`config.mk`:
```
export PLATFORM = sky130hd
export DESIGN_NAME = multi_alarm_scheduler
export DESIGN_NICKNAME = d
export VERILOG_FILES = /design/src/rtl/alarm_pkg.sv /design/src/rtl/alarm_match_encoder.sv /design/src/rtl/multi_alarm_scheduler.sv
export SDC_FILE = /design/constraint.sdc
export NUM_CORES = 1
export LEC_CHECK = 0
export BUFFER_PORTS_ARGS = -buffer_cell sky130_fd_sc_hd__buf_2
export CAP_MARGIN = 15
export CORE_UTILIZATION = 33
export CTS_CLUSTER_DIAMETER = 200
export DETAILED_ROUTE_END_ITERATION = 6
export SLEW_MARGIN = 10
export SYNTH_ARGS = -nofsm -noshare
export SYNTH_HDL_FRONTEND = slang
export SYNTH_SLANG_ARGS = --single-unit
```
`constraint.sdc`:
```
create_clock -name i_Clk -period 2.6 [get_ports i_Clk]
set_input_delay 0.65 -clock i_Clk [delete_from_list [all_inputs] [get_ports i_Clk]]
set_output_delay 0.65 -clock i_Clk [all_outputs]
set_load 0.01 [all_outputs]
```
`src/rtl/alarm_pkg.sv`:
```
// Shared constants and FSM state type for the multi-alarm scheduler.
package alarm_pkg;

    localparam int MINUTES_PER_DAY = 1440;
    localparam int MINUTE_W        = 11;

    typedef enum logic [1:0] {
        StIdle,
        StRinging,
        StSnoozed
    } alarm_state_t;

endpackage

```
`src/rtl/alarm_match_encoder.sv`:
```
// Per-slot minute comparators followed by a lowest-index priority encoder.
module alarm_match_encoder
    import alarm_pkg::*;
#(
    parameter int NUM_ALARMS = 4,
    parameter int IDX_W      = 2
) (
    input  logic [NUM_ALARMS-1:0][MINUTE_W-1:0] i_Slot_Minutes,
    input  logic [NUM_ALARMS-1:0]               i_Slot_Enable,
    input  logic [MINUTE_W-1:0]                 i_Time_Minutes,
    output logic                                o_Hit,
    output logic [IDX_W-1:0]                    o_Idx
);

    // Scan from the top down so the lowest matching slot is the last one written.
    always_comb begin
        o_Hit = 1'b0;
        o_Idx = '0;
        for (int k = NUM_ALARMS - 1; k >= 0; k--) begin
            if (i_Slot_Enable[k] && (i_Slot_Minutes[k] == i_Time_Minutes)) begin
                o_Hit = 1'b1;
                o_Idx = IDX_W'(k);
            end
        end
    end

endmodule

```
`src/rtl/multi_alarm_scheduler.sv`:
```
// Multi-slot alarm engine with snooze and automatic ring timeout.
module multi_alarm_scheduler
    import alarm_pkg::*;
#(
    parameter int NUM_ALARMS     = 4,
    parameter int SNOOZE_MINUTES = 9,
    parameter int RING_TIMEOUT   = 10,
    parameter int MAX_SNOOZE     = 3,
    localparam int IDX_W         = (NUM_ALARMS > 1) ? $clog2(NUM_ALARMS) : 1
) (
    input  logic                  i_Clk,
    input  logic                  i_Reset,
    input  logic                  i_Minute_Tick,
    input  logic [MINUTE_W-1:0]   i_Time_Minutes,
    input  logic                  i_Wr_En,
    input  logic [IDX_W-1:0]      i_Wr_Idx,
    input  logic [MINUTE_W-1:0]   i_Wr_Minutes,
    input  logic                  i_Wr_Enable,
    input  logic                  i_Snooze,
    input  logic                  i_Dismiss,
    output logic                  o_Ringing,
    output logic [IDX_W-1:0]      o_Ring_Idx,
    output logic                  o_Snoozed,
    output logic [NUM_ALARMS-1:0] o_Enabled_Mask,
    output logic                  o_Wr_Err
);

    localparam logic [11:0] DAY_12    = 12'(MINUTES_PER_DAY);
    localparam logic [11:0] SNOOZE_12 = 12'(SNOOZE_MINUTES);
    localparam logic [5:0]  TIMEOUT_6 = 6'(RING_TIMEOUT);
    localparam logic [3:0]  MAX_SNZ_4 = 4'(MAX_SNOOZE);

    logic [NUM_ALARMS-1:0][MINUTE_W-1:0] r_Slot_Min;
    logic [NUM_ALARMS-1:0]               r_Slot_En;
    logic                                r_Wr_Err;

    alarm_state_t     r_State;
    logic [IDX_W-1:0] r_Ring_Idx;
    logic [3:0]       r_Snooze_Cnt;
    logic [5:0]       r_Ring_Cnt;
    logic [11:0]      r_Deadline;
    logic             r_Ringing;
    logic             r_Snoozed;

    logic             w_Wr_Ok;
    logic             w_Hit;
    logic [IDX_W-1:0] w_Hit_Idx;
    logic [11:0]      w_Sum;
    logic [11:0]      w_Deadline;
    logic             w_At_Deadline;
    logic             w_Timeout;

    assign w_Wr_Ok = (int'(i_Wr_Idx) < NUM_ALARMS) && ({1'b0, i_Wr_Minutes} < DAY_12);

    // Snooze deadline wraps across midnight; the current time is always below one day.
    assign w_Sum         = {1'b0, i_Time_Minutes} + SNOOZE_12;
    assign w_Deadline    = (w_Sum >= DAY_12) ? (w_Sum - DAY_12) : w_Sum;
    assign w_At_Deadline = ({1'b0, i_Time_Minutes} == r_Deadline);
    assign w_Timeout     = i_Minute_Tick && ((r_Ring_Cnt + 6'd1) == TIMEOUT_6);

    alarm_match_encoder #(
        .NUM_ALARMS (NUM_ALARMS),
        .IDX_W      (IDX_W)
    ) u_match (
        .i_Slot_Minutes (r_Slot_Min),
        .i_Slot_Enable  (r_Slot_En),
        .i_Time_Minutes (i_Time_Minutes),
        .o_Hit          (w_Hit),
        .o_Idx          (w_Hit_Idx)
    );

    // Slot storage: accepted writes land next edge, rejected ones pulse the error flag.
    always_ff @(posedge i_Clk or posedge i_Reset) begin
        if (i_Reset) begin
            r_Slot_Min <= '0;
            r_Slot_En  <= '0;
            r_Wr_Err   <= 1'b0;
        end else begin
            r_Wr_Err <= i_Wr_En && !w_Wr_Ok;
            if (i_Wr_En && w_Wr_Ok) begin
                r_Slot_Min[i_Wr_Idx] <= i_Wr_Minutes;
                r_Slot_En[i_Wr_Idx]  <= i_Wr_Enable;
            end
        end
    end

    // Ring FSM; priority within a cycle is dismiss, timeout, snooze, then match.
    always_ff @(posedge i_Clk or posedge i_Reset) begin
        if (i_Reset) begin
            r_State      <= StIdle;
            r_Ring_Idx   <= '0;
            r_Snooze_Cnt <= '0;
            r_Ring_Cnt   <= '0;
            r_Deadline   <= '0;
            r_Ringing    <= 1'b0;
            r_Snoozed    <= 1'b0;
        end else begin
            unique case (r_State)
                StIdle: begin
                    if (i_Minute_Tick && w_Hit) begin
                        r_State      <= StRinging;
                        r_Ring_Idx   <= w_Hit_Idx;
                        r_Snooze_Cnt <= '0;
                        r_Ring_Cnt   <= '0;
                        r_Ringing    <= 1'b1;
                    end
                end
                StRinging: begin
                    if (i_Dismiss || w_Timeout) begin
                        r_State   <= StIdle;
                        r_Ringing <= 1'b0;
                    end else if (i_Snooze && (r_Snooze_Cnt < MAX_SNZ_4)) begin
                        r_State      <= StSnoozed;
                        r_Deadline   <= w_Deadline;
                        r_Snooze_Cnt <= r_Snooze_Cnt + 4'd1;
                        r_Ringing    <= 1'b0;
                        r_Snoozed    <= 1'b1;
                    end else if (i_Minute_Tick) begin
                        r_Ring_Cnt <= r_Ring_Cnt + 6'd1;
                    end
                end
                StSnoozed: begin
                    if (i_Dismiss) begin
                        r_State   <= StIdle;
                        r_Snoozed <= 1'b0;
                    end else if (i_Minute_Tick && w_At_Deadline) begin
                        r_State    <= StRinging;
                        r_Ring_Cnt <= '0;
                        r_Ringing  <= 1'b1;
                        r_Snoozed  <= 1'b0;
                    end else if (i_Minute_Tick && w_Hit) begin
                        r_State      <= StRinging;
                        r_Ring_Idx   <= w_Hit_Idx;
                        r_Snooze_Cnt <= '0;
                        r_Ring_Cnt   <= '0;
                        r_Ringing    <= 1'b1;
                        r_Snoozed    <= 1'b0;
                    end
                end
                default: begin
                    r_State   <= StIdle;
                    r_Ringing <= 1'b0;
                    r_Snoozed <= 1'b0;
                end
            endcase
        end
    end

    assign o_Ringing      = r_Ringing;
    assign o_Ring_Idx     = r_Ring_Idx;
    assign o_Snoozed      = r_Snoozed;
    assign o_Enabled_Mask = r_Slot_En;
    assign o_Wr_Err       = r_Wr_Err;

endmodule

```
==> impl_metrics.csv <==
group,metric,value,unit
status,status,"finished clean",
clock_tree,cts_buffers,9,
logic_synthesis,syn_area,4740,µm²
worst_setup_path,crit_chain,"ha_1, or4b_1, nor2_1, o311ai_2, buf_12, a211o_1, o311ai_1",
pwr,pwr-share-comb,23.6,%
floorplan,num_rows,43,
worst_setup_path,cpPeakStageDelay,0.60,ns
pwr,peakVddDrop,0.572,mV
worst_setup_path,crit_slowest_cell,"or4b_1",
detailed_routing,wl,11800,µm
detailed_routing,vias_per_cell,5.29,
timing,hold_viol_final,0,
worst_setup_path,critical_path_arrival,2.59,ns
logic_synthesis,avgSynthCellArea,10.6,µm²
pwr,power.density,669,nW/µm²
placement,post-place-ws,-0.0715,ns
timing,setup_tns,0,ns
timing,finalClockSkew,0.00722,ns
worst_setup_path,crit_path_end_kind,"register",
floorplan,boundaryPins,40,
logic_synthesis,ys_seq_area_share,40.7,%
logic_synthesis,synth_nets,489,
global_routing,overflow,0,
timing,grt_setup_unrepaired,"no",
min_path,min_path_type,"input pin to async pin",
finish,layout-drive-gt1-share,29.6,%
finish,synthToLayoutAreaGrowth,17.1,%
floorplan,start_util,34.0,%
logic_synthesis,syn_inst,448,
logic_synthesis,ys_warn_count,0,
clock_tree,post-cts-setup-buffers,0,
detailed_routing,wl_per_cell,17.3,µm
pwr,power,3.72,mW
clock_tree,htree_levels,3,
detailed_routing,met1_length,5540,µm
global_routing,grtUsageTotal,17.4,%
timing,drv_slew,0,
timing,finalSetupViolations,0,
clock_tree,clockBufferDepth,2,
pwr,seqPwrFrac,42.0,%
placement,place_hpwl,8780,µm
clock_tree,cts.clk_slew.worst_paths,0.06,ns
worst_setup_path,cp_max_fo,15,
clock_tree,cts.sinks,77,
worst_setup_path,startpoint_type,"register",
global_routing,antenna_found_initial,0,
detailed_routing,top_layer_used,"met4",
placement,dpl_cell_area,5250,µm²
floorplan,dieArea,14800,µm²
global_routing,grt_max_degree,78,
worst_setup_path,worstSetupPathDepth,7,
worst_setup_path,crit_required,2.84,ns
finish,final_core_util,39.8,%
finish,nets,540,
floorplan,fp.coreArea,13900,µm²
clock_tree,clkLatencyLatePin,0.34,ns
detailed_routing,dr_wl_met2,5680,µm
worst_setup_path,crit_buf_inv,1,
detailed_routing,antenna_left,0,
run,maxCapViolCount,0,
worst_setup_path,critPathTopFamily,"simple AND/OR/NAND/NOR gates",
logic_synthesis,synth_edf_count,0,
placement,place_congestion,0.815,
pwr,cellLeakagePower,2.23,nW
clock_tree,cts_hold_repair.buffers,0,
detailed_routing,drc,0,
logic_synthesis,yosysUniqueCellTypes,72,
detailed_routing,drtIter0Drc,235,
placement,port_buffers,39,
logic_synthesis,synth-seq-cells,77,
logic_synthesis,synth_top_area_cell,"dfrtp_1",
timing,worst_pin_slew,0.760,ns
clock_tree,cts-root-buf,"clkbuf_16",
finish,fillers,1347,
timing,period_share,90.6,%
clock_tree,cts_tree,"built",
detailed_routing,num_vias,3619,
logic_synthesis,ys.flop_type,"dfrtp_1",
detailed_routing,wl_met3,401,µm
clock_tree,post_cts_resize_count,0,
timing,period_minus_slack,2.36,ns
finish,stdcell_area,5550,µm²
pwr,p_switching,1.13,mW
floorplan,die_y,122,µm
floorplan,die_width,122,µm
logic_synthesis,yosys.area.top_type_share,40.7,%
timing,slew_headroom,49.3,%
worst_setup_path,crit_type,"register to register",
logic_synthesis,synth.top_cells.by_area,"dfrtp_1 41%, xnor2_1 12%, mux2_2 11%",
pwr,switching_share,30.4,%
finish,diodes,0,
timing,fin_ws,0.245,ns
global_routing,grt_pass1_vias,3678,
worst_setup_path,rr_worst_depth,7,
pwr,clkPwrFrac,34.5,%
logic_synthesis,synthArstFlopShare,100,%
pwr,p_int,2.59,mW
timing,fmax,425,MHz
detailed_routing,dr.pass1.iters,4,
global_routing,grt_pass1_wl,19400,µm
[power by group through the flow]
stage / sequential (mW) / clock (mW) / combinational [mW]
detailed placement: 1.58 / 0 / 0.874
CTS: 1.56 / 1.31 / 0.878
global route: 1.58 / 1.36 / 0.960
global placement: 1.57 / 0 / 0.859
finish: 1.56 / 1.28 / 0.876
floorplan: 1.54 / 0 / 0.631
[cells by family after synthesis]
| group | synth area share [%] |
|---|---|
| and+or+nand+nor | 15.1 |
| AOI/OAI and AO/OA | 13.0 |
| muxes | 12.0 |
| buffers and inverters | 4.25 |
| xor gates and xnor gates | 12.4 |
| DFF | 40.7 |
| adders and majority gates | 2.64 |
[area by class of cell]
class	count	area, µm²	share of cell area (%)
inverters	18	71.3	1.28
flip-flops and latches	77	1930	34.7
repair buffers	65	415	7.48
well taps	180	225	4.06
clock buffers	10	239	4.30
multi-input cells	328	2610	47.0
clock inverters	6	62.6	1.13
[per-layer routing]
metal,track usage [%],vias to the layer above
met5,0,-
li1,-,1736
met4,5.71,0
met2,27.8,75
met3,4.63,14
met1,22.6,1794
[flip-flops by register name (all words and copies together), names as in the netlist]
register	flops
r_Slot_Min	44
r_Deadline	12
r_Ring_Cnt	6
o_Enabled_Mask	4
r_Snooze_Cnt	4
o_Ring_Idx	2
r_State	2
o_Ringing	1
o_Snoozed	1
o_Wr_Err	1
[worst paths after layout]
kind | startpoint | end | slack (ns)
hold / removal | i_Reset | r_Slot_Min[17] | 0.39
hold reg to reg | r_Deadline[11] | r_Deadline[11] | 0.49
setup / recovery | r_Snooze_Cnt[0] | r_Deadline[6] | 0.24
min in group i_Clk | r_Deadline[11] | r_Deadline[11] | 0.49
setup reg to reg | r_Snooze_Cnt[0] | r_Deadline[6] | 0.24
max in group asynchronous | i_Reset | r_Slot_Min[39] | 1.80
[cell usage after synthesis, drive strengths merged, types with 3 or more instances]
library cell,n
dfrtp,77
xnor2,66
mux2,48
nand2,31
nand4,30
inv,18
buf,16
nor2,14
nand3,13
nor3,12
o21ai,11
ha,10
clkbuf,9
a21oi,8
nor2b,6
o211ai,6
o22ai,6
o31ai,5
a21o,4
a31oi,4
o21a,4
a21boi,3
a221oi,3
a2bb2oi,3
and2,3
mux2i,3
o311ai,3
[worst reg2reg max path, cell delays in order (launching register included)]
cell      delay (ns)
dfrtp_1         0.41
ha_1            0.21
or4b_1          0.60
nor2_1          0.19
o311ai_2        0.28
buf_12          0.25
a211o_1         0.22
o311ai_1        0.08
[placed cells by master, fill, tap and decap left out, drive strengths merged, types with 2 or more instances in the layout]
master	count
mux2i	3
o41ai	2
mux2	48
o21a	4
nand4	30
nor2b	6
a31oi	4
xnor2	66
nor4	2
nand3	13
a211o	2
and2	3
nor4bb	2
nor3	12
nor2	14
o211ai	6
a221oi	3
buf	65
or3	2
ha	10
o31ai	5
a21o	4
o311ai	3
nand2	31
o22ai	6
o22a	2
o21ai	11
a2bb2oi	3
clkinv	5
dfrtp	77
a21boi	3
inv	17
a21oi	8
clkbuf	10
[metrics by stage]
stage | std cells | hold slack (ns)
after global placement | 668 | 0.473
after detailed placement | 668 | 0.475
after global routing | 684 | 0.464
after CTS | 684 | 0.436
final | 684 | 0.389
after floorplan | 448 | 0.450
No activity file was read; power rests on OpenSTA's default activity.
